File: config.mk
export PLATFORM = sky130hd
export DESIGN_NAME = mini_stim_gen
export DESIGN_NICKNAME = d
export VERILOG_FILES = /design/src/rtl/mini_stim_gen.sv
export SDC_FILE = /design/constraint.sdc
export NUM_CORES = 1
export LEC_CHECK = 0
export BUFFER_PORTS_ARGS = -buffer_cell sky130_fd_sc_hd__buf_2
export CORE_ASPECT_RATIO = 1.25
export CORE_UTILIZATION = 58
export DETAILED_ROUTE_END_ITERATION = 8
export PLACE_DENSITY = 0.95
export SETUP_SLACK_MARGIN = 0.5
export SLEW_MARGIN = 20
export SYNTH_ARGS = -nofsm -noshare
export SYNTH_HDL_FRONTEND = slang
export SYNTH_SLANG_ARGS = --single-unit
File: constraint.sdc
create_clock -name clk -period 3.2 [get_ports clk]
set_clock_uncertainty 0.2 [all_clocks]
set_input_delay 0.96 -clock clk [delete_from_list [all_inputs] [get_ports clk]]
set_output_delay 0.96 -clock clk [all_outputs]
set_load 0.05 [all_outputs]
File: src/rtl/mini_stim_gen.sv
// mini_stim_gen: burst stimulus source (LFSR / counter / walking-one / constant) on valid/ready.
// Define MINI_STIM_CHECKSUM_EN to build the XOR checksum of accepted beats; otherwise o_csum is 0.
module mini_stim_gen #(
    parameter int unsigned DW   = 16,
    parameter int unsigned LW   = 16,
    parameter logic [31:0] SEED = 32'h0000_ACE1
) (
    input  logic          clk,
    input  logic          rst_n,
    input  logic          i_start,
    input  logic          i_stop,
    input  logic [1:0]    i_mode,
    input  logic [LW-1:0] i_len,
    input  logic [DW-1:0] i_const,
    output logic          o_valid,
    input  logic          i_ready,
    output logic [DW-1:0] o_data,
    output logic          o_busy,
    output logic          o_done,
    output logic [LW-1:0] o_cnt,
    output logic [DW-1:0] o_csum
);

    localparam logic [1:0] ModeLfsr  = 2'd0;
    localparam logic [1:0] ModeCount = 2'd1;
    localparam logic [1:0] ModeWalk  = 2'd2;
    localparam logic [1:0] ModeConst = 2'd3;

    localparam logic [DW-1:0] SeedRaw  = DW'(SEED);
    localparam logic [DW-1:0] SeedInit = (SeedRaw == '0) ? DW'(1) : SeedRaw;

    // Feedback tap masks: DW=8 {0,2,3,4}, DW=16 {0,2,3,5}, DW=32 {0,10,30,31}.
    localparam logic [31:0] TapMask32 = (DW == 8)  ? 32'h0000_001D :
                                        (DW == 16) ? 32'h0000_002D :
                                                     32'hC000_0401;
    localparam logic [DW-1:0] TapMask = DW'(TapMask32);

    if (!(DW == 8 || DW == 16 || DW == 32)) begin : g_dw_check
        $error("mini_stim_gen: LFSR supports DW of 8, 16 or 32 only");
    end

    typedef enum logic [1:0] {
        StIdle,
        StRun,
        StDone
    } state_e;

    state_e        state_q, state_d;
    logic [1:0]    mode_q, mode_d;
    logic [LW-1:0] len_q, len_d;
    logic [DW-1:0] gen_q, gen_d;
    logic [LW-1:0] cnt_q, cnt_d;
    logic          run_q, run_d;
    logic          done_q, done_d;

    logic [DW-1:0] gen_init;
    logic [DW-1:0] gen_next;
    logic [LW-1:0] cnt_inc;
    logic          lfsr_fb;
    logic          accept;
    logic          load;

    assign cnt_inc = cnt_q + LW'(1);
    assign lfsr_fb = ^(gen_q & TapMask);

    always_comb begin
        gen_init = '0;
        unique case (i_mode)
            ModeLfsr:  gen_init = SeedInit;
            ModeCount: gen_init = '0;
            ModeWalk:  gen_init = DW'(1);
            ModeConst: gen_init = i_const;
        endcase
    end

    always_comb begin
        gen_next = gen_q;
        unique case (mode_q)
            ModeLfsr:  gen_next = {lfsr_fb, gen_q[DW-1:1]};
            ModeCount: gen_next = gen_q + DW'(1);
            ModeWalk:  gen_next = {gen_q[DW-2:0], gen_q[DW-1]};
            ModeConst: gen_next = gen_q;
        endcase
    end

    always_comb begin
        state_d = state_q;
        mode_d  = mode_q;
        len_d   = len_q;
        gen_d   = gen_q;
        cnt_d   = cnt_q;
        accept  = 1'b0;
        load    = 1'b0;
        unique case (state_q)
            StIdle: begin
                if (i_start) begin
                    state_d = StRun;
                    load    = 1'b1;
                    mode_d  = i_mode;
                    len_d   = i_len;
                    cnt_d   = '0;
                    gen_d   = gen_init;
                end
            end
            StRun: begin
                accept = run_q & i_ready;
                if (accept) begin
                    gen_d = gen_next;
                    cnt_d = cnt_inc;
                end
                // A beat accepted alongside i_stop is still counted above.
                if ((accept && (len_q != '0) && (cnt_inc == len_q)) || i_stop) begin
                    state_d = StDone;
                end
            end
            StDone: begin
                state_d = StIdle;
            end
            default: begin
                state_d = StIdle;
            end
        endcase
        run_d  = (state_d == StRun);
        done_d = (state_d == StDone);
    end

    always_ff @(posedge clk or negedge rst_n) begin
        if (!rst_n) begin
            state_q <= StIdle;
            mode_q  <= ModeLfsr;
            len_q   <= '0;
            gen_q   <= '0;
            cnt_q   <= '0;
            run_q   <= 1'b0;
            done_q  <= 1'b0;
        end else begin
            state_q <= state_d;
            mode_q  <= mode_d;
            len_q   <= len_d;
            gen_q   <= gen_d;
            cnt_q   <= cnt_d;
            run_q   <= run_d;
            done_q  <= done_d;
        end
    end

`ifdef MINI_STIM_CHECKSUM_EN
    logic [DW-1:0] csum_q, csum_d;

    always_comb begin
        csum_d = csum_q;
        if (load) begin
            csum_d = '0;
        end else if (accept) begin
            csum_d = csum_q ^ gen_q;
        end
    end

    always_ff @(posedge clk or negedge rst_n) begin
        if (!rst_n) begin
            csum_q <= '0;
        end else begin
            csum_q <= csum_d;
        end
    end

    assign o_csum = csum_q;
`else
    assign o_csum = '0;
`endif

    assign o_valid = run_q;
    assign o_busy  = run_q;
    assign o_done  = done_q;
    assign o_data  = gen_q;
    assign o_cnt   = cnt_q;

    a_hold_on_stall : assert property (@(posedge clk) disable iff (!rst_n)
        (o_valid && !i_ready) |=> $stable(o_data));

    a_done_single : assert property (@(posedge clk) disable iff (!rst_n)
        o_done |=> !o_done);

endmodule

==> impl_metrics.py, run 1 <==
metrics = {
    "floorplanning": {
        "rows": 32,
        "ios": 90,
        "die_h_um": 91.2,
        "dieArea_mm2": 0.00670,
        "start_util_pct": 59.9,
        "die_w_um": 73.4,
        "coreArea_mm2": 0.00617,
    },
    "critical_path": {
        "r2r-start": "o_cnt[0]",
        "timing_worst_setup_path_type": "reg2reg",
        "path_max_fanout": 7,
        "cp.arrival_ps": 2530,
        "startpoint_type": "flop",
        "worst-path-buf-inv": 0,
        "slowest_stage": "dfrtp_1",
        "required_ps": 3210,
        "path_cells": "ha_1 -> nand2_1 -> nor4_1 -> o211ai_1 -> a21bo_2 -> a41oi_2 -> a21o_1",
        "cp-startpoint": "o_cnt[0]",
        "cp_slowest_stage_delay_ps": 500,
        "crit_path_end_kind": "flop",
        "cp_top_family": "compound AO/OA/AOI/OAI gates",
    },
    "grt": {
        "antenna_found_initial": 0,
        "grt_use_total_pct": 28.7,
        "grt_pass1_vias": 3166,
        "grt_overflow": 0,
        "grt_pass1_wl_um": 15100,
        "grt_max_degree": 33,
    },
    "drt": {
        "drt_wl_total_um": 9190,
        "wl_per_cell_um": 16.3,
        "drt-vias-per-instance": 6.03,
        "routed-via-count": 3397,
        "dr.first_iter.drc_count": 235,
        "drc": 0,
        "ant_nets": 0,
        "dr.pass1.iters": 5,
    },
    "timing": {
        "slew_viol_final": 0,
        "finalHoldViolCount": 0,
        "setup_ws_ps": 684,
        "tns_ps": 0,
        "post-route-min-period_ps": 2520,
        "relSlewSlack_pct": 35.7,
        "tightest_slew_ps": 964,
        "rsz0062_at_grt": "false",
        "fin_crit_sh_pct": 78.6,
        "fmax_mhz": 397,
        "setup-violations-final": 0,
    },
    "cts": {
        "cts-root-buf": "clkbuf_8",
        "clock_path_buffers": 2,
        "cts_made_buffers": 5,
        "cts_tree": "done",
        "cts_resized": 0,
        "cts.sinks": 54,
        "post_cts_buffers": 0,
        "h-tree-depth": 2,
        "path_clk_slew_ps": 100,
        "ctsHoldBuffers": 0,
        "insertion_delay_ps": 320,
    },
    "final_layout": {
        "layout-drive-gt1-share_pct": 24.9,
        "syn_to_final_growth_pct": 11.9,
        "layout.nets": 522,
        "final_common_cell": "buf_2",
        "layout_common_cells": "73 x buf_2, 54 x dfrtp_1, 44 x nand2_1",
        "antenna-diode-count": 0,
        "final_util_pct": 67.0,
    },
    "place": {
        "place_ws_ps": 601,
        "gp_congestion": 0.943,
        "numPortBuffers": 73,
        "hpwl_um": 6720,
    },
    "yosys": {
        "synth-edff-count": 0,
        "synthFlopType": "dfrtp_1",
        "yosys.area.top_type": "dfrtp_1",
        "netlist_top_cells_area": "dfrtp_1 37%, xnor2_1 8.1%, o21ai_0 5.0%",
        "ys_seq_area_share_pct": 36.6,
        "synth.top_cell.area_share_pct": 36.6,
        "synth_cells": 419,
        "synthArstFlopShare_pct": 100,
        "synthesis.area_mm2": 0.00369,
        "yosysUniqueCellTypes": 52,
        "synth.avg_cell_area_um2": 8.82,
        "ys_ff_latch": 54,
        "ys_warn_count": 0,
    },
    "hold_path": {
        "hp-start": "o_cnt[14]",
        "hp-class": "reg2reg",
    },
    "power_and_ir_drop": {
        "p_sw_share_pct": 51.4,
        "vdd_drop_max_v": 0.000718,
        "internal-power_mw": 1.75,
        "p_leak_nw": 1.84,
        "switchingPower_mw": 1.85,
        "finalPower_mw": 3.59,
        "seqPwrFrac_pct": 34.7,
        "combPwrFrac_pct": 54.3,
        "clkPwrFrac_pct": 11.0,
        "powerDensity_mw_per_mm2": 869,
    },
    "job": {
        "maxCapViolCount": 0,
    },
    "outcome": {
        "status": "finished, final reports clean",
    },
}
-- synth_stat cells, types with 5 or more instances --
master	instances
a21oi_1	13
a221oi_1	6
a22oi_1	8
a31oi_1	6
and3_1	7
buf_2	7
buf_4	17
clkbuf_1	18
dfrtp_1	54
ha_1	6
inv_1	9
mux2_2	16
nand2_1	44
nand2b_1	5
nand3_1	18
nand4_1	6
nor2_1	33
nor3_1	7
nor4_1	11
o21ai_0	37
o31ai_1	5
xnor2_1	34
xor2_1	8
-- area by class of cell --
type                    instances  area, µm²
clock buffers                   5       68.8
clock inverters                 3       25.0
fillers                       513       2030
inverters                       9       33.8
multi-input cells             326       2120
flip-flops and latches         54       1350
well taps                      85        106
repair buffers                 81        425
-- layer usage --
metal | global-route usage [%] | up-vias | part of all wire, %
met3 | 3.88 | 19 | 8.0
met4 | 10.9 | 0 | 1.8
met2 | 49.4 | 216 | 52
li1 | - | 1576 | -
met1 | 35.8 | 1586 | 38
met5 | 0 | - | 0
-- power by group through the flow --
| stage | combinational [mW] | sequential [mW] | clock, mW |
|---|---|---|---|
| floorplan | 1.18 | 1.54 | 0 |
| global placement | 1.87 | 1.23 | 0 |
| detailed placement | 1.92 | 1.25 | 0 |
| CTS | 1.94 | 1.23 | 0.408 |
| global route | 2.10 | 1.28 | 0.435 |
| finish | 1.95 | 1.25 | 0.396 |
-- registers in the layout (all words and copies together), names as in the netlist --
signal and cells:
mode_q 2, len_q 16, o_busy 1, o_done 1, state_q 2, o_data 16, o_cnt 16
-- path summary, 6_finish.rpt --
check	endpoint	slack, ps	depth (start not counted)
min	o_cnt[14]	360	1
max in group asynchronous	o_cnt[10]	1790	2
min in group asynchronous	o_data[0]	390	1
min reg2reg	o_cnt[14]	360	1
max	o_busy	680	7
max reg2reg	o_busy	680	7
-- stage by stage --
| stage | area, µm² | hold WS, ps | cells |
|---|---|---|---|
| global placement | 4040 | 341 | 555 |
| CTS | 4130 | 359 | 563 |
| finish | 4130 | 362 | 563 |
| floorplan | 3750 | 325 | 434 |
| global route | 4130 | 398 | 563 |
| detailed placement | 4040 | 351 | 555 |
-- kinds of logic after synthesis --
kind of cell               synth area share, %
adders and majority gates                 2.03
AOI/OAI and AO/OA                         16.5
muxes                                     5.42
other                                    0.101
xor gates and xnor gates                  9.96
buffers and inverters                     7.52
DFF                                       36.6
and+or+nand+nor                           21.9
No activity file was read; power rests on OpenSTA's default activity.
==> inputs of run 2 (changes only) <==
--- a/config.mk
+++ b/config.mk
@@ -5,11 +5,12 @@
 export SDC_FILE = /design/constraint.sdc
 export NUM_CORES = 1
 export LEC_CHECK = 0
+export ABC_AREA = 1
 export BUFFER_PORTS_ARGS = -buffer_cell sky130_fd_sc_hd__buf_2
 export CORE_ASPECT_RATIO = 1.25
-export CORE_UTILIZATION = 58
+export CORE_UTILIZATION = 49
 export DETAILED_ROUTE_END_ITERATION = 8
-export PLACE_DENSITY = 0.95
+export PLACE_DENSITY = 0.89
 export SETUP_SLACK_MARGIN = 0.5
 export SLEW_MARGIN = 20
 export SYNTH_ARGS = -nofsm -noshare
==> constraint.sdc (replaced) <==
create_clock -name clk -period 2.05 [get_ports clk]
set_clock_uncertainty 0.2 [all_clocks]
set_input_delay 0.615 -clock clk [delete_from_list [all_inputs] [get_ports clk]]
set_output_delay 0.615 -clock clk [all_outputs]
set_load 0.05 [all_outputs]
==> run 2 against run 1 <==
Critical path depth grew 6. Utilization grew 11 points. Via count grew 36%. Flip-flop and latch count is the same. Die area grew 16%. Final cell count grew 31%. Sequential power grew 52%. Worst hold slack lost 350 ps. Critical endpoint unchanged. Global-route usage grew 3.4 points. Power grew 110%. The run now ends with setup timing left.
==> impl_metrics.py, run 2 <==
metrics = {
    "outcome": {
        "status": "finished with violations",
        "failed_checks": "setup timing",
    },
    "place": {
        "dpl.cell_count": 672,
        "place_area_mm2": 0.00429,
        "hpwl_um": 7860,
        "numPortBuffers": 73,
        "gp_congestion": 0.989,
    },
    "floorplanning": {
        "dieArea_mm2": 0.00779,
        "coreArea_mm2": 0.00706,
        "die_h_um": 98.5,
        "start_util_pct": 51.6,
        "ios": 90,
        "rows": 34,
        "die_w_um": 79.2,
    },
    "critical_path": {
        "cp_top_family": "simple AND/OR/NAND/NOR gates",
        "required_ps": 2050,
        "startpoint_type": "flop",
        "timing_worst_setup_path_type": "reg2reg",
        "path_cells": "ha_4 -> nor2_4 -> nor2_1 -> nand2_1 -> nand2_1 -> nor2_1 -> nand2_1 -> nor2_1 -> nand3_1 -> nor2_2 -> nand2_2 -> nand3_2 -> nand2_1",
        "cp_slowest_stage_delay_ps": 450,
        "slowest_stage": "dfrtp_2",
        "crit_path_end_kind": "flop",
        "path_max_fanout": 5,
        "crit_top_cell": "nand2_1",
        "cp.arrival_ps": 2260,
        "worst-path-buf-inv": 0,
    },
    "timing": {
        "setup-violations-final": 5,
        "fin_crit_sh_pct": 110,
        "slew_viol_final": 0,
        "tns_ps": -681,
        "setup_ws_ps": -209,
        "finalHoldViolCount": 0,
        "rsz0062_at_grt": "true",
        "fmax_mhz": 443,
        "fin_hold_ws_ps": 14.8,
        "post-route-min-period_ps": 2260,
    },
    "yosys": {
        "yosys.area.top_type": "dfrtp_1",
        "yosysUniqueCellTypes": 37,
        "synth.avg_cell_area_um2": 7.18,
        "synthFlopType": "dfrtp_1",
        "ys_seq_area_share_pct": 37.0,
        "yosysMostFrequentCell": "nand2_1",
        "ys_ff_latch": 54,
        "synthArstFlopShare_pct": 100,
        "synth_common_cells": "96 x nand2_1, 55 x inv_1, 54 x dfrtp_1, 53 x nor2_1, 52 x a21oi_1",
        "synth_cells": 508,
        "synth-edff-count": 0,
        "netlist_top_cells_area": "dfrtp_1 37%, nand2_1 9.9%, a21oi_1 7.1%",
        "synthesis.area_mm2": 0.00365,
        "ys_warn_count": 0,
        "synth.top_cell.area_share_pct": 37.0,
    },
    "drt": {
        "wl_per_cell_um": 19.0,
        "dr.first_iter.drc_count": 625,
        "drc": 0,
        "drt-vias-per-instance": 6.24,
        "ant_nets": 0,
        "routed-via-count": 4606,
        "drt_wl_total_um": 14000,
        "dr.pass1.iters": 8,
    },
    "cts": {
        "insertion_delay_ps": 320,
        "cts_made_buffers": 5,
        "h-tree-depth": 2,
        "cts_tree": "done",
        "cts-root-buf": "clkbuf_8",
        "ctsHoldBuffers": 0,
        "clock_path_buffers": 2,
        "cts.sinks": 54,
        "path_clk_slew_ps": 110,
    },
    "final_layout": {
        "antenna-diode-count": 0,
        "layout_common_cells": "82 x nand2_1, 50 x buf_4, 48 x inv_1",
        "layout.nets": 692,
        "fin_cells": 738,
        "layout-drive-gt1-share_pct": 39.7,
        "final_common_cell": "nand2_1",
        "syn_to_final_growth_pct": 50.9,
        "final_cell_area_mm2": 0.00550,
    },
    "grt": {
        "grt_use_total_pct": 32.1,
        "antenna_found_initial": 0,
        "grt_max_degree": 38,
        "grt_overflow": 0,
        "grt_pass1_wl_um": 19600,
        "grt_pass1_vias": 4332,
    },
    "job": {
        "maxCapViolCount": 0,
    },
    "power_and_ir_drop": {
        "p_leak_nw": 2.52,
        "powerDensity_mw_per_mm2": 1380,
        "vdd_drop_max_v": 0.00125,
    },
    "hold_path": {
        "hp-class": "in2async",
    },
}
## run 2: changes by cell type after synthesis, sizes merged, moves of 15 or more
cell   change
a21oi     +39
inv       +48
xnor2     -32
nand3     +30
nor4      -15
nor2      +26
nand2     +58
## run 2: final timing paths
check / end / cells after the start / start / slack (ps)
max: o_busy / 13 / o_cnt[0] / -210
min: len_q[5] / 1 / rst_n / 10
max reg2reg: o_busy / 13 / o_cnt[0] / -210
min reg2reg: len_q[11] / 2 / len_q[11] / 390
max in group asynchronous: o_busy / 2 / rst_n / 1130
min in group clk: len_q[1] / 2 / i_len[1] / 330
## run 2: final cells by class
cell class	count	area [µm²]
Clock buffer	6	72.6
Clock inverter	2	37.5
Sequential cell	54	1380
Fill cell	440	1560
Tap cell	90	113
Inverter	59	250
Multi-Input combinational cell	380	2270
Timing Repair Buffer	147	1380
## run 2: layer usage
| metal | up-vias | part of all wire (%) | GRT usage, % |
|---|---|---|---|
| li1 | 1965 | - | - |
| met5 | - | 0 | 0 |
| met1 | 2159 | 33 | 35.4 |
| met2 | 380 | 50 | 56.5 |
| met4 | 0 | 7.2 | 20.8 |
| met3 | 102 | 9.0 | 4.91 |
## run 2: power by group
group          switching (mW)  internal, mW  total [mW]
clock                   0.390         0.366       0.755
sequential              0.464          1.44        1.90
combinational            2.92          2.02        4.94
## run 2: cells by family (layout without fill, tap and decap cells)
logic type / after synthesis / count (layout) / synth area share [%]
buf+inv: 90 / 214 / 11.1
flops: 54 / 54 / 37.0
fa+ha+maj: 6 / 6 / 2.06
other cells: 1 / 16 / 0.103
simple gates: 229 / 230 / 28.6
mux: 2 / 2 / 0.617
compound gates: 120 / 120 / 19.0
xor+xnor: 6 / 6 / 1.44
## run 2: stage by stage
stage                     total power [mW]  setup slack, ps  utilization, %
after floorplan                       4.32             44.8               -
after global placement                5.08             83.1            60.7
after detailed placement              5.18            -5.51            60.7
after CTS                             6.76             24.6            71.5
after global routing                  7.95             -353            77.9
final                                 7.60             -209            77.9
## run 2: worst reg2reg max path: cells and delay by family (launching register included)
kind | cells | cell delay (ps)
flops | 1 | 450
fa+ha+maj | 1 | 210
simple gates | 12 | 1290
## run 2: timing repair
item / 4_1_cts / 5_1_grt
pin swaps: 30 / 30
setup endpoints to repair: 71 / 73
cloned: 2 / 1
setup buffers: 36 / 19
resized for setup: 109 / 90
